[src/rtl/mm_pkg.sv]
// mm_pkg: state encoding and sizing defaults for the matrix-multiply sequencer
package mm_pkg;
  typedef enum logic [1:0] {IDLE = 2'd0, RUN = 2'd1, WB = 2'd2, DONE = 2'd3} state_t;
  localparam int MM_N  = 2;
  localparam int MM_CW = 16;
  function automatic int aw_f(input int n);
    return $clog2(n * n);
  endfunction
  function automatic int iw_f(input int n);
    return $clog2(n);
  endfunction
endpackage

[src/rtl/mm_idx_cnt.sv]
// mm_idx_cnt: nested k/j/i wrap counter walking the matrix-multiply loop nest
module mm_idx_cnt #(
  parameter int N  = 2,
  parameter int IW = 1
) (
  input  logic          clk,
  input  logic          rst_n,
  input  logic          inc_k,
  input  logic          inc_ij,
  input  logic          clr,
  output logic [IW-1:0] i,
  output logic [IW-1:0] j,
  output logic [IW-1:0] k,
  output logic          k_last,
  output logic          ij_last
);
  localparam logic [IW-1:0] LAST = IW'(N - 1);
  assign k_last  = k == LAST;
  assign ij_last = (i == LAST) && (j == LAST);
  always_ff @(posedge clk or negedge rst_n) begin
    if (!rst_n) begin
      i <= '0;
      j <= '0;
      k <= '0;
    end else if (clr) begin
      i <= '0;
      j <= '0;
      k <= '0;
    end else begin
      if (inc_k) k <= k_last ? '0 : k + 1'b1;
      if (inc_ij) begin
        j <= (j == LAST) ? '0 : j + 1'b1;
        if (j == LAST) i <= (i == LAST) ? '0 : i + 1'b1;
      end
    end
  end
endmodule

[src/rtl/mm_seq_ctrl.sv]
// mm_seq_ctrl: i/j/k sequencer for a shared-MAC N x N matrix multiplier.
// Define MM_CYC_CNT_EN to build the saturating busy-cycle counter on cyc_cnt.
module mm_seq_ctrl
  import mm_pkg::*;
#(
  parameter int N  = MM_N,
  parameter int AW = aw_f(N),
  parameter int CW = MM_CW
) (
  input  logic          clk,
  input  logic          rst_n,
  input  logic          start,
  input  logic          abort,
  input  logic          stall,
  output logic          busy,
  output logic          done,
  output logic [AW-1:0] a_addr,
  output logic [AW-1:0] b_addr,
  output logic          mac_en,
  output logic          mac_clr,
  output logic [AW-1:0] c_addr,
  output logic          c_we,
  output logic [CW-1:0] cyc_cnt
);
  localparam int IW = iw_f(N);
  state_t state;
  logic [IW-1:0] i, j, k;
  logic k_last, ij_last, go, kill;
  assign go   = (state == IDLE) && start;
  assign kill = (state != IDLE) && abort;
  mm_idx_cnt #(.N(N), .IW(IW)) u_idx (
    .clk    (clk),
    .rst_n  (rst_n),
    .inc_k  ((state == RUN) && !stall),
    .inc_ij (state == WB),
    .clr    (go || kill),
    .i      (i),
    .j      (j),
    .k      (k),
    .k_last (k_last),
    .ij_last(ij_last)
  );
  always_ff @(posedge clk or negedge rst_n) begin
    if (!rst_n) state <= IDLE;
    else if (kill) state <= IDLE;
    else
      case (state)
        IDLE:    state <= start ? RUN : IDLE;
        RUN:     state <= (!stall && k_last) ? WB : RUN;
        WB:      state <= ij_last ? DONE : RUN;
        default: state <= IDLE;
      endcase
  end
  always_comb begin
    busy    = state != IDLE;
    done    = state == DONE;
    mac_en  = (state == RUN) && !stall;
    mac_clr = mac_en && (k == '0);
    c_we    = state == WB;
    a_addr  = AW'(i) * AW'(N) + AW'(k);
    b_addr  = AW'(k) * AW'(N) + AW'(j);
    c_addr  = AW'(i) * AW'(N) + AW'(j);
  end
`ifdef MM_CYC_CNT_EN
  logic [CW-1:0] cnt;
  always_ff @(posedge clk or negedge rst_n) begin
    if (!rst_n) cnt <= '0;
    else if (go) cnt <= '0;
    else if (busy && cnt != '1) cnt <= cnt + 1'b1;
  end
  assign cyc_cnt = cnt;
`else
  assign cyc_cnt = '0;
`endif
endmodule

[config.mk]
export PLATFORM = sky130hd
export DESIGN_NAME = mm_seq_ctrl
export DESIGN_NICKNAME = d
export VERILOG_FILES = /design/src/rtl/mm_pkg.sv /design/src/rtl/mm_idx_cnt.sv /design/src/rtl/mm_seq_ctrl.sv
export SDC_FILE = /design/constraint.sdc
export NUM_CORES = 1
export LEC_CHECK = 0
export ABC_AREA = 1
export ABC_CLOCK_PERIOD_IN_PS = 1100
export BUFFER_PORTS_ARGS = -buffer_cell sky130_fd_sc_hd__buf_2
export CAP_MARGIN = 20
export CORE_AREA = 3 3 40 42
export DETAILED_ROUTE_END_ITERATION = 10
export DIE_AREA = 0 0 43 45
export PLACE_DENSITY = 0.67
export SLEW_MARGIN = 20
export SYNTH_ARGS = -nofsm -noshare
export SYNTH_HDL_FRONTEND = slang
export SYNTH_HIERARCHICAL = 1
export SYNTH_SLANG_ARGS = --single-unit
[constraint.sdc]
create_clock -name clk -period 1.1 [get_ports clk]
set_input_delay 0.275 -clock clk [delete_from_list [all_inputs] [get_ports clk]]
set_output_delay 0.275 -clock clk [all_outputs]
set_load 0.05 [all_outputs]
==> results of run 1 <==
logic make-up (layout without fill, tap and decap cells):
kind of cell	Yosys count	count (layout)
DFF	5	5
and+or+nand+nor	28	28
other	1	16
buffers and inverters	31	37
AOI/OAI and AO/OA	1	1
final timing paths:
path / start / to / slack, ns / depth (start not counted)
min reg2reg: u_idx/i$_DFFE_PN0P_ / u_idx/i$_DFFE_PN0P_ / 0.69 / 4
max reg2reg: state[1]$_DFF_PN0_ / u_idx/i$_DFFE_PN0P_ / -0.11 / 7
min: abort / state[0]$_DFF_PN0_ / 0.30 / 4
max in group asynchronous: rst_n / state[1]$_DFF_PN0_ / 0.58 / 2
min in group asynchronous: rst_n / u_idx/j$_DFFE_PN0P_ / 0.37 / 2
max: state[1]$_DFF_PN0_ / mac_clr / -0.30 / 2
metal layers:
layer / vias up / part of all wire
li1: 202 / -
met1: 186 / 0.36
met2: 29 / 0.53
met3: 0 / 0.11
met4: 0 / 0
met5: - / 0
worst min-delay path: stages:
cell	delay [ns]
buf_2	0.08
nand2_2	0.06
nand2_1	0.06
inv_1	0.03
power breakdown:
part           total, mW  internal [mW]  switching (mW)  leakage [nW]
logic               1.67          0.655            1.01         0.314
registers          0.333          0.251          0.0821        0.0638
clock network      0.218          0.137          0.0804        0.0150
total               2.22           1.04            1.17         0.393
synthesized netlist by cell type (all sizes together):
cell type | count | share of area
buf | 23 | 0.38
inv | 7 | 0.058
nor4 | 1 | 0.014
nor2 | 6 | 0.050
nor3 | 1 | 0.011
nand3 | 4 | 0.044
dfrtp | 5 | 0.28
clkinv | 1 | 0.0083
nand2 | 16 | 0.13
a21boi | 1 | 0.017
conb | 1 | 0.0083
flip-flops by register name (all words and copies together), names as in the netlist:
name / flops
state: 2
u_idx/i: 1
u_idx/k: 1
u_idx/j: 1
final cells by class:
cell class,instances,share of cell area
clock buffers,4,0.0376
inverters,8,0.0484
multi-input cells,45,0.344
flip-flops and latches,5,0.181
well taps,15,0.0269
repair buffers,25,0.362
what timing repair did:
action / CTS / global route
buffers inserted: 5 / 0
endpoints found under the setup margin: 14 / 16
endpoints found under the hold margin: 5 / 0
gates resized for setup: 30 / 5
pin swaps: 2 / 6
hold buffers: 1 / 0
==> impl_metrics.env, run 1 <==
export IMPL_status="complete, but fails checks"
export IMPL_violations="setup timing"
export IMPL_multiInputGateArea_um2=240
export IMPL_gr_usage_met3=0.0438
export IMPL_maxCapViolCount=0
export IMPL_dr_pass1_iters=4
export IMPL_die_area_um2=1940
export IMPL_dpl_cell_area_um2=509
export IMPL_syn_inst=66
export IMPL_power_total_mw=2.22
export IMPL_required_ns=0.82
export IMPL_synthXorXnorAreaFrac=0
export IMPL_crit_fanout=6
export IMPL_grt_max_degree=7
export IMPL_tns_ns=-1.80
export IMPL_leakagePower_nw=0.393
export IMPL_path_delay_family="flip-flops"
export IMPL_cts_root_buf="clkbuf_4"
export IMPL_insertion_delay_ns=0.24
export IMPL_synth_mux_area_frac=0
export IMPL_first_global_vias=379
export IMPL_crit_type="register to output port"
export IMPL_crit_slowest_cell="dfrtp_2"
export IMPL_insertedDiodeCount=0
export IMPL_nets=93
export IMPL_syn_area_um2=453
export IMPL_ios=32
export IMPL_fin_skew_ns=0.00268
export IMPL_grt_busiest_layer="met2"
export IMPL_syn_area_per_cell_um2=6.86
export IMPL_ys_seq_elements=5
export IMPL_drc_errors=0
export IMPL_synth_simple_gate_area_share=0.251
export IMPL_drv_slew=0
export IMPL_rows=13
export IMPL_htreeDepth=1
export IMPL_use_met2=0.189
export IMPL_antenna_found_initial=0
export IMPL_period_share=1.27
export IMPL_synth_seq_area_share=0.276
export IMPL_arrival_ns=1.12
export IMPL_drive_gt1_frac=0.448
export IMPL_place_ws_ns=-0.169
export IMPL_grt_pass1_wl_mm=1.55
export IMPL_dp_hpwl_um=699
export IMPL_setup_viol=12
export IMPL_clockBufferDepth=2
export IMPL_vias=417
export IMPL_fill_cells=127
export IMPL_wire_per_inst_um=9.90
export IMPL_die_x_um=43
export IMPL_vdd_drop_max_uv=1270
export IMPL_clk_transition_reported_paths_ns=0.05
export IMPL_finalHoldWorstSlack_ns=0.296
export IMPL_min_path_type="input pin to register"
export IMPL_finalCriticalPeriod_ns=1.40
export IMPL_cts_sink_count=5
export IMPL_fin_ws_ns=-0.296
export IMPL_place_gp_congestion=0.761
export IMPL_numCtsBuffers=3
export IMPL_yosys_warnings=6
export IMPL_use_met1=0.112
export IMPL_cp_start_kind="register"
export IMPL_cts_tree="built"
export IMPL_grt_ovfl_total=0
export IMPL_fmax_mhz=716
export IMPL_mostFrequentLayoutCells="conb_1, nand2_1, buf_6"
export IMPL_synth_compound_area_share=0.0166
export IMPL_dieHeight_um=45
export IMPL_final_common_cell="conb_1"
export IMPL_fin_cells=102
export IMPL_finalWirelength_mm=1.01
export IMPL_stdcell_area_um2=698
export IMPL_final_hold_viol_count=0
export IMPL_syn2layout_area_growth_pct=54.1
export IMPL_crit_chain="nor4_4 -> buf_6"
export IMPL_grt_use_total=0.113
export IMPL_port_buffers=15
export IMPL_drtIter0Drc=4
export IMPL_seq_area_um2=126
export IMPL_detail_route_vias_per_cell=4.09
export IMPL_rsz0062_at_grt="yes"
export IMPL_cp_end_kind="output port"
export IMPL_critPathMaxStageDelay_ns=0.46
export IMPL_p_per_area_nw_per_um2=3180
export IMPL_dp_cells=92
export IMPL_fp_coreArea_um2=1280
export IMPL_start_util=0.352
export IMPL_synth_top_family_by_area="buffers and inverters"
export IMPL_ant_nets=0
export IMPL_crit_buf_inv=1
export IMPL_ys_types=12
export IMPL_final_util=0.543
export IMPL_synthAdderAreaFrac=0
(Power assumes the default switching activity.)
==> inputs of run 2 (changes only) <==
--- a/config.mk
+++ b/config.mk
@@ -5,14 +5,13 @@
 export SDC_FILE = /design/constraint.sdc
 export NUM_CORES = 1
 export LEC_CHECK = 0
-export ABC_AREA = 1
 export ABC_CLOCK_PERIOD_IN_PS = 1100
 export BUFFER_PORTS_ARGS = -buffer_cell sky130_fd_sc_hd__buf_2
 export CAP_MARGIN = 20
 export CORE_AREA = 3 3 40 42
 export DETAILED_ROUTE_END_ITERATION = 10
 export DIE_AREA = 0 0 43 45
-export PLACE_DENSITY = 0.67
+export PLACE_DENSITY = 0.68
 export SLEW_MARGIN = 20
 export SYNTH_ARGS = -nofsm -noshare
 export SYNTH_HDL_FRONTEND = slang
==> impl_metrics.env, run 2 <==
export IMPL_status="complete, but fails checks"
export IMPL_violations="setup timing"
export IMPL_crit_buf_inv=1
export IMPL_cts_root_buf="clkbuf_4"
export IMPL_setup_viol=13
export IMPL_numCtsBuffers=3
export IMPL_drtIter0Drc=0
export IMPL_final_util=0.512
export IMPL_leakagePower_nw=0.331
export IMPL_drv_slew=0
export IMPL_path_delay_family="flip-flops"
export IMPL_antenna_found_initial=0
export IMPL_crit_fanout=3
export IMPL_die_x_um=43
export IMPL_cp_start_kind="register"
export IMPL_grt_max_degree=6
export IMPL_largest_reg_flops=2
export IMPL_dieHeight_um=45
export IMPL_synth_seq_area_share=0.275
export IMPL_ys_types=18
export IMPL_yosys_warnings=6
export IMPL_maxCapViolCount=0
export IMPL_routed_wl_met2_um=505
export IMPL_cp_end_kind="output port"
export IMPL_synthTopCellsByCount="buf_4, dfrtp_1, nor2_1"
export IMPL_power_total_mw=1.42
export IMPL_netlist_area_leader_share=0.380
export IMPL_required_ns=0.82
export IMPL_place_gp_congestion=0.661
export IMPL_port_buffers=15
export IMPL_nets=79
export IMPL_fmax_mhz=720
export IMPL_ios=32
export IMPL_syn2layout_area_growth_pct=44.9
export IMPL_grt_ovfl_total=0
export IMPL_dp_cells=80
export IMPL_vdd_drop_max_uv=896
export IMPL_start_util=0.353
export IMPL_fill_cells=121
export IMPL_dpl_cell_area_um2=488
export IMPL_ys_async_sr_fraction=1.00
export IMPL_stdcell_area_um2=658
export IMPL_grt_use_total=0.0959
export IMPL_arrival_ns=1.11
export IMPL_ys_seq_elements=5
export IMPL_final_common_cell="conb_1"
export IMPL_detail_route_vias_per_cell=4.00
export IMPL_mostFrequentLayoutCells="conb_1, buf_6, buf_4"
export IMPL_cts_sink_count=5
export IMPL_crit_chain="nand2b_4 -> nor3_4 -> buf_6"
export IMPL_first_global_vias=336
export IMPL_final_hold_viol_count=0
export IMPL_insertion_delay_ns=0.24
export IMPL_fin_ws_ns=-0.289
export IMPL_ant_nets=0
export IMPL_grt_pass1_wl_mm=1.34
export IMPL_dr_max_layer_used="met3"
export IMPL_finalWirelength_um=915
export IMPL_critPathMaxStageDelay_ns=0.38
export IMPL_cts_tree="built"
export IMPL_synthTopCellsByArea="buf_4, dfrtp_1, nor2_1, and2b_2, xnor2_1"
export IMPL_period_share=1.26
export IMPL_min_path_type="input pin to register"
export IMPL_p_per_area_nw_per_um2=2150
export IMPL_insertedDiodeCount=0
export IMPL_die_area_um2=1940
export IMPL_crit_type="register to output port"
export IMPL_syn_inst=54
export IMPL_drc_errors=0
export IMPL_syn_area_per_cell_um2=8.41
export IMPL_finalCriticalPeriod_ns=1.39
export IMPL_syn_area_um2=454
export IMPL_fp_coreArea_um2=1280
export IMPL_regMostFlops="state"
export IMPL_synth_edf_count=0
export IMPL_rsz0062_at_grt="yes"
export IMPL_yosys_area_top_type="buf_4"
export IMPL_drive_gt1_frac=0.562
export IMPL_wl_met1_um=338
export IMPL_ys_flop_type="dfrtp_1"
export IMPL_met3_length_um=71
export IMPL_dp_hpwl_um=704
export IMPL_wire_per_inst_um=10.4
export IMPL_clk_transition_reported_paths_ns=0.04
export IMPL_dr_pass1_iters=1
export IMPL_htreeDepth=1
export IMPL_synth_most_common_cell="buf_4"
export IMPL_vias=352
export IMPL_clockBufferDepth=2
export IMPL_fin_cells=88
export IMPL_fin_skew_ns=0.00236
export IMPL_rows=13
export IMPL_crit_slowest_cell="dfrtp_1"
[run 2: routing by layer]
| layer | global-route usage | vias up |
|---|---|---|
| met4 | 0.0542 | 0 |
| li1 | - | 166 |
| met1 | 0.104 | 169 |
| met5 | 0 | - |
| met3 | 0.0398 | 0 |
| met2 | 0.159 | 17 |
[run 2: cells by family (layout without fill, tap and decap cells)]
logic type	count (synthesis)	count (layout)	share of synthesized area
compound gates	3	3	0.0579
other cells	1	16	0.00826
flops	5	5	0.275
buf+inv	24	28	0.388
simple gates	19	19	0.231
xor+xnor	2	2	0.0386
[run 2: layout make-up]
class	count	area, µm²	area share
sequential	5	128	0.194
tap	15	18.8	0.0285
clock buffer	4	26.3	0.0399
timing repair buffer	23	221	0.337
inverter	1	3.75	0.00570
multi-input combinational	40	260	0.395
[run 2: power by group]
group / internal (mW) / switching [mW] / total (mW)
combinational: 0.330 / 0.601 / 0.931
sequential: 0.224 / 0.0551 / 0.279
clock: 0.137 / 0.0687 / 0.205
total: 0.690 / 0.725 / 1.42
[run 2: path summary, 6_finish.rpt]
path                                startpoint             endpoint  slack [ns]  cells after the start
max in group asynchronous                rst_n  u_idx/j$_DFFE_PN0P_        0.58                      2
min reg2reg                u_idx/i$_DFFE_PN0P_  u_idx/i$_DFFE_PN0P_        0.67                      2
min in group asynchronous                rst_n  u_idx/i$_DFFE_PN0P_        0.38                      2
min                                      abort   state[1]$_DFF_PN0_        0.24                      2
max reg2reg                 state[1]$_DFF_PN0_  u_idx/j$_DFFE_PN0P_       -0.18                      6
max                         state[1]$_DFF_PN0_              mac_clr       -0.29                      3
[run 2: what timing repair did]
item / CTS / global route
setup buffers: 3 / 1
pin swaps: 2 / 6
endpoints found under the setup margin: 15 / 16
resized for setup: 29 / 4
hold buffers: 1 / 0
endpoints found under the hold margin: 5 / 0
[run 2: through the flow]
| step | setup TNS [ns] | setup WS (ns) | hold slack [ns] |
|---|---|---|---|
| detailed placement | -0.620 | -0.165 | 0.0933 |
| floorplan | -0.493 | -0.201 | -0.0206 |
| finish | -2.10 | -0.289 | 0.242 |
| global route | -2.79 | -0.338 | 0.247 |
| CTS | -2.19 | -0.289 | 0.221 |
| global placement | -0.465 | -0.129 | 0.0916 |
==> inputs of run 3 (changes only) <==
--- a/config.mk
+++ b/config.mk
@@ -8,10 +8,12 @@
 export ABC_CLOCK_PERIOD_IN_PS = 1100
 export BUFFER_PORTS_ARGS = -buffer_cell sky130_fd_sc_hd__buf_2
 export CAP_MARGIN = 20
-export CORE_AREA = 3 3 40 42
+export CELL_PAD_IN_SITES_DETAIL_PLACEMENT = 2
+export CELL_PAD_IN_SITES_GLOBAL_PLACEMENT = 2
+export CORE_MARGIN = 3
+export CORE_UTILIZATION = 19
 export DETAILED_ROUTE_END_ITERATION = 10
-export DIE_AREA = 0 0 43 45
-export PLACE_DENSITY = 0.68
+export PLACE_DENSITY = 0.76
 export SLEW_MARGIN = 20
 export SYNTH_ARGS = -nofsm -noshare
 export SYNTH_HDL_FRONTEND = slang
==> impl_metrics.env, run 3 (synthesized netlist as in run 2, its figures left out) <==
export IMPL_status="complete, but fails checks"
export IMPL_violations="setup timing"
export IMPL_cp_start_kind="register"
export IMPL_power_total_mw=1.70
export IMPL_rsz0062_at_grt="yes"
export IMPL_critPathMaxStageDelay_ns=0.40
export IMPL_path_depth=3
export IMPL_grt_max_degree=6
export IMPL_required_ns=0.82
export IMPL_dr_pass1_iters=2
export IMPL_period_share=1.30
export IMPL_start_util=0.203
export IMPL_finalCriticalPeriod_ns=1.43
export IMPL_htreeDepth=1
export IMPL_insertion_delay_ns=0.25
export IMPL_p_per_area_nw_per_um2=2220
export IMPL_fin_cells=108
export IMPL_fp_coreArea_um2=2230
export IMPL_drive_gt1_frac=0.650
export IMPL_grt_pass1_wl_mm=1.93
export IMPL_cp_end_kind="output port"
export IMPL_nets=86
export IMPL_crit_type="register to output port"
export IMPL_grt_ovfl_total=0
export IMPL_mostFrequentLayoutCells="conb_1, buf_6, buf_4"
export IMPL_crit_chain="buf_6 -> and2b_2 -> buf_8"
export IMPL_cts_root_buf="clkbuf_4"
export IMPL_reg2reg_from="state[1]$_DFF_PN0_"
export IMPL_dp_cells=93
export IMPL_arrival_ns=1.16
export IMPL_ant_nets=0
export IMPL_first_global_vias=445
export IMPL_final_hold_viol_count=0
export IMPL_cts_sink_count=5
export IMPL_insertedDiodeCount=0
export IMPL_place_ws_ns=-0.146
export IMPL_antenna_found_initial=0
export IMPL_drc_errors=0
export IMPL_cts_tree="built"
export IMPL_largest_reg_flops=2
export IMPL_vias=405
export IMPL_fmax_mhz=697
export IMPL_ios=32
export IMPL_clockBufferDepth=2
export IMPL_tns_ns=-2.85
export IMPL_leakagePower_nw=0.374
export IMPL_port_buffers=15
export IMPL_die_x_um=54.9
export IMPL_fin_skew_ns=0.00870
export IMPL_grt_use_total=0.0939
export IMPL_crit_fanout=4
export IMPL_clk_transition_reported_paths_ns=0.05
export IMPL_crit_start="state[1]$_DFF_PN0_"
export IMPL_syn2layout_area_growth_pct=68.3
export IMPL_finalWirelength_mm=1.33
export IMPL_drv_slew=0
export IMPL_worstSetupEndpoint="c_we"
export IMPL_detail_route_vias_per_cell=3.75
export IMPL_die_area_um2=3010
export IMPL_vdd_drop_max_uv=920
export IMPL_numCtsBuffers=3
export IMPL_final_common_cell="conb_1"
export IMPL_crit_buf_inv=2
export IMPL_rows=17
export IMPL_wire_per_inst_um=12.3
export IMPL_path_delay_family="flip-flops"
export IMPL_regMostFlops="state"
export IMPL_place_gp_congestion=0.669
export IMPL_fin_ws_ns=-0.334
export IMPL_dp_hpwl_um=843
export IMPL_ff2ff_path_depth=6
export IMPL_min_path_type="input pin to register"
export IMPL_dieHeight_um=54.9
export IMPL_drtIter0Drc=2
export IMPL_r2r_end="u_idx/i$_DFFE_PN0P_"
export IMPL_setup_viol=12
export IMPL_r2r_setup_slack_ns=-0.31
export IMPL_crit_slowest_cell="dfrtp_1"
export IMPL_maxCapViolCount=0
[run 3: per-stage QoR]
step	cell area, µm²	util	hold WS (ns)
after floorplan	537	-	-0.0206
after global placement	504	0.226	0.0956
after detailed placement	504	0.226	0.101
after CTS	727	0.325	0.218
after global routing	764	0.342	0.244
final	764	0.342	0.250
[run 3: worst min path at each step]
stage                     startpoint                   to  slack, ns  cells after the start
after floorplan                rst_n   state[0]$_DFF_PN0_      -0.02                      0
after global placement         rst_n  u_idx/j$_DFFE_PN0P_        0.1                      1
after detailed placement       rst_n  u_idx/i$_DFFE_PN0P_       0.10                      1
after CTS                      abort   state[1]$_DFF_PN0_       0.22                      2
after global routing           abort   state[1]$_DFF_PN0_       0.24                      2
final                          abort   state[1]$_DFF_PN0_       0.25                      2
[run 3: final cells by class]
cell class | count | area, µm²
fill | 253 | 1470
timing repair buffer | 30 | 293
multi-input combinational | 40 | 278
sequential | 5 | 129
tap | 28 | 35.0
clock buffer | 4 | 26.3
inverter | 1 | 3.75
[run 3: per-layer routing]
metal  GRT usage  part of all wire
met1      0.0863              0.34
met4      0.0729             0.033
met3      0.0188             0.074
met5           0                 0
met2       0.177              0.55
[run 3: worst reg2reg max path, stage by stage (launching register included)]
cell and delay, ns:
dfrtp_1 0.40, buf_6 0.14, and2b_2 0.21, buf_4 0.14, buf_6 0.12, a21bo_1 0.19
a21oi_2 0.12
[run 3: where the power goes]
group	internal (mW)	switching (mW)	total [mW]
clock	0.138	0.0860	0.224
sequential	0.227	0.0664	0.294
combinational	0.500	0.678	1.18
[run 3: timing repair]
item                       4_1_cts  5_1_grt
buffers inserted                 9        4
hold endpoints to repair         5        0
gates resized for setup         40        6
pin swaps                        7        6
hold buffers                     1        0
setup endpoints to repair       16       16
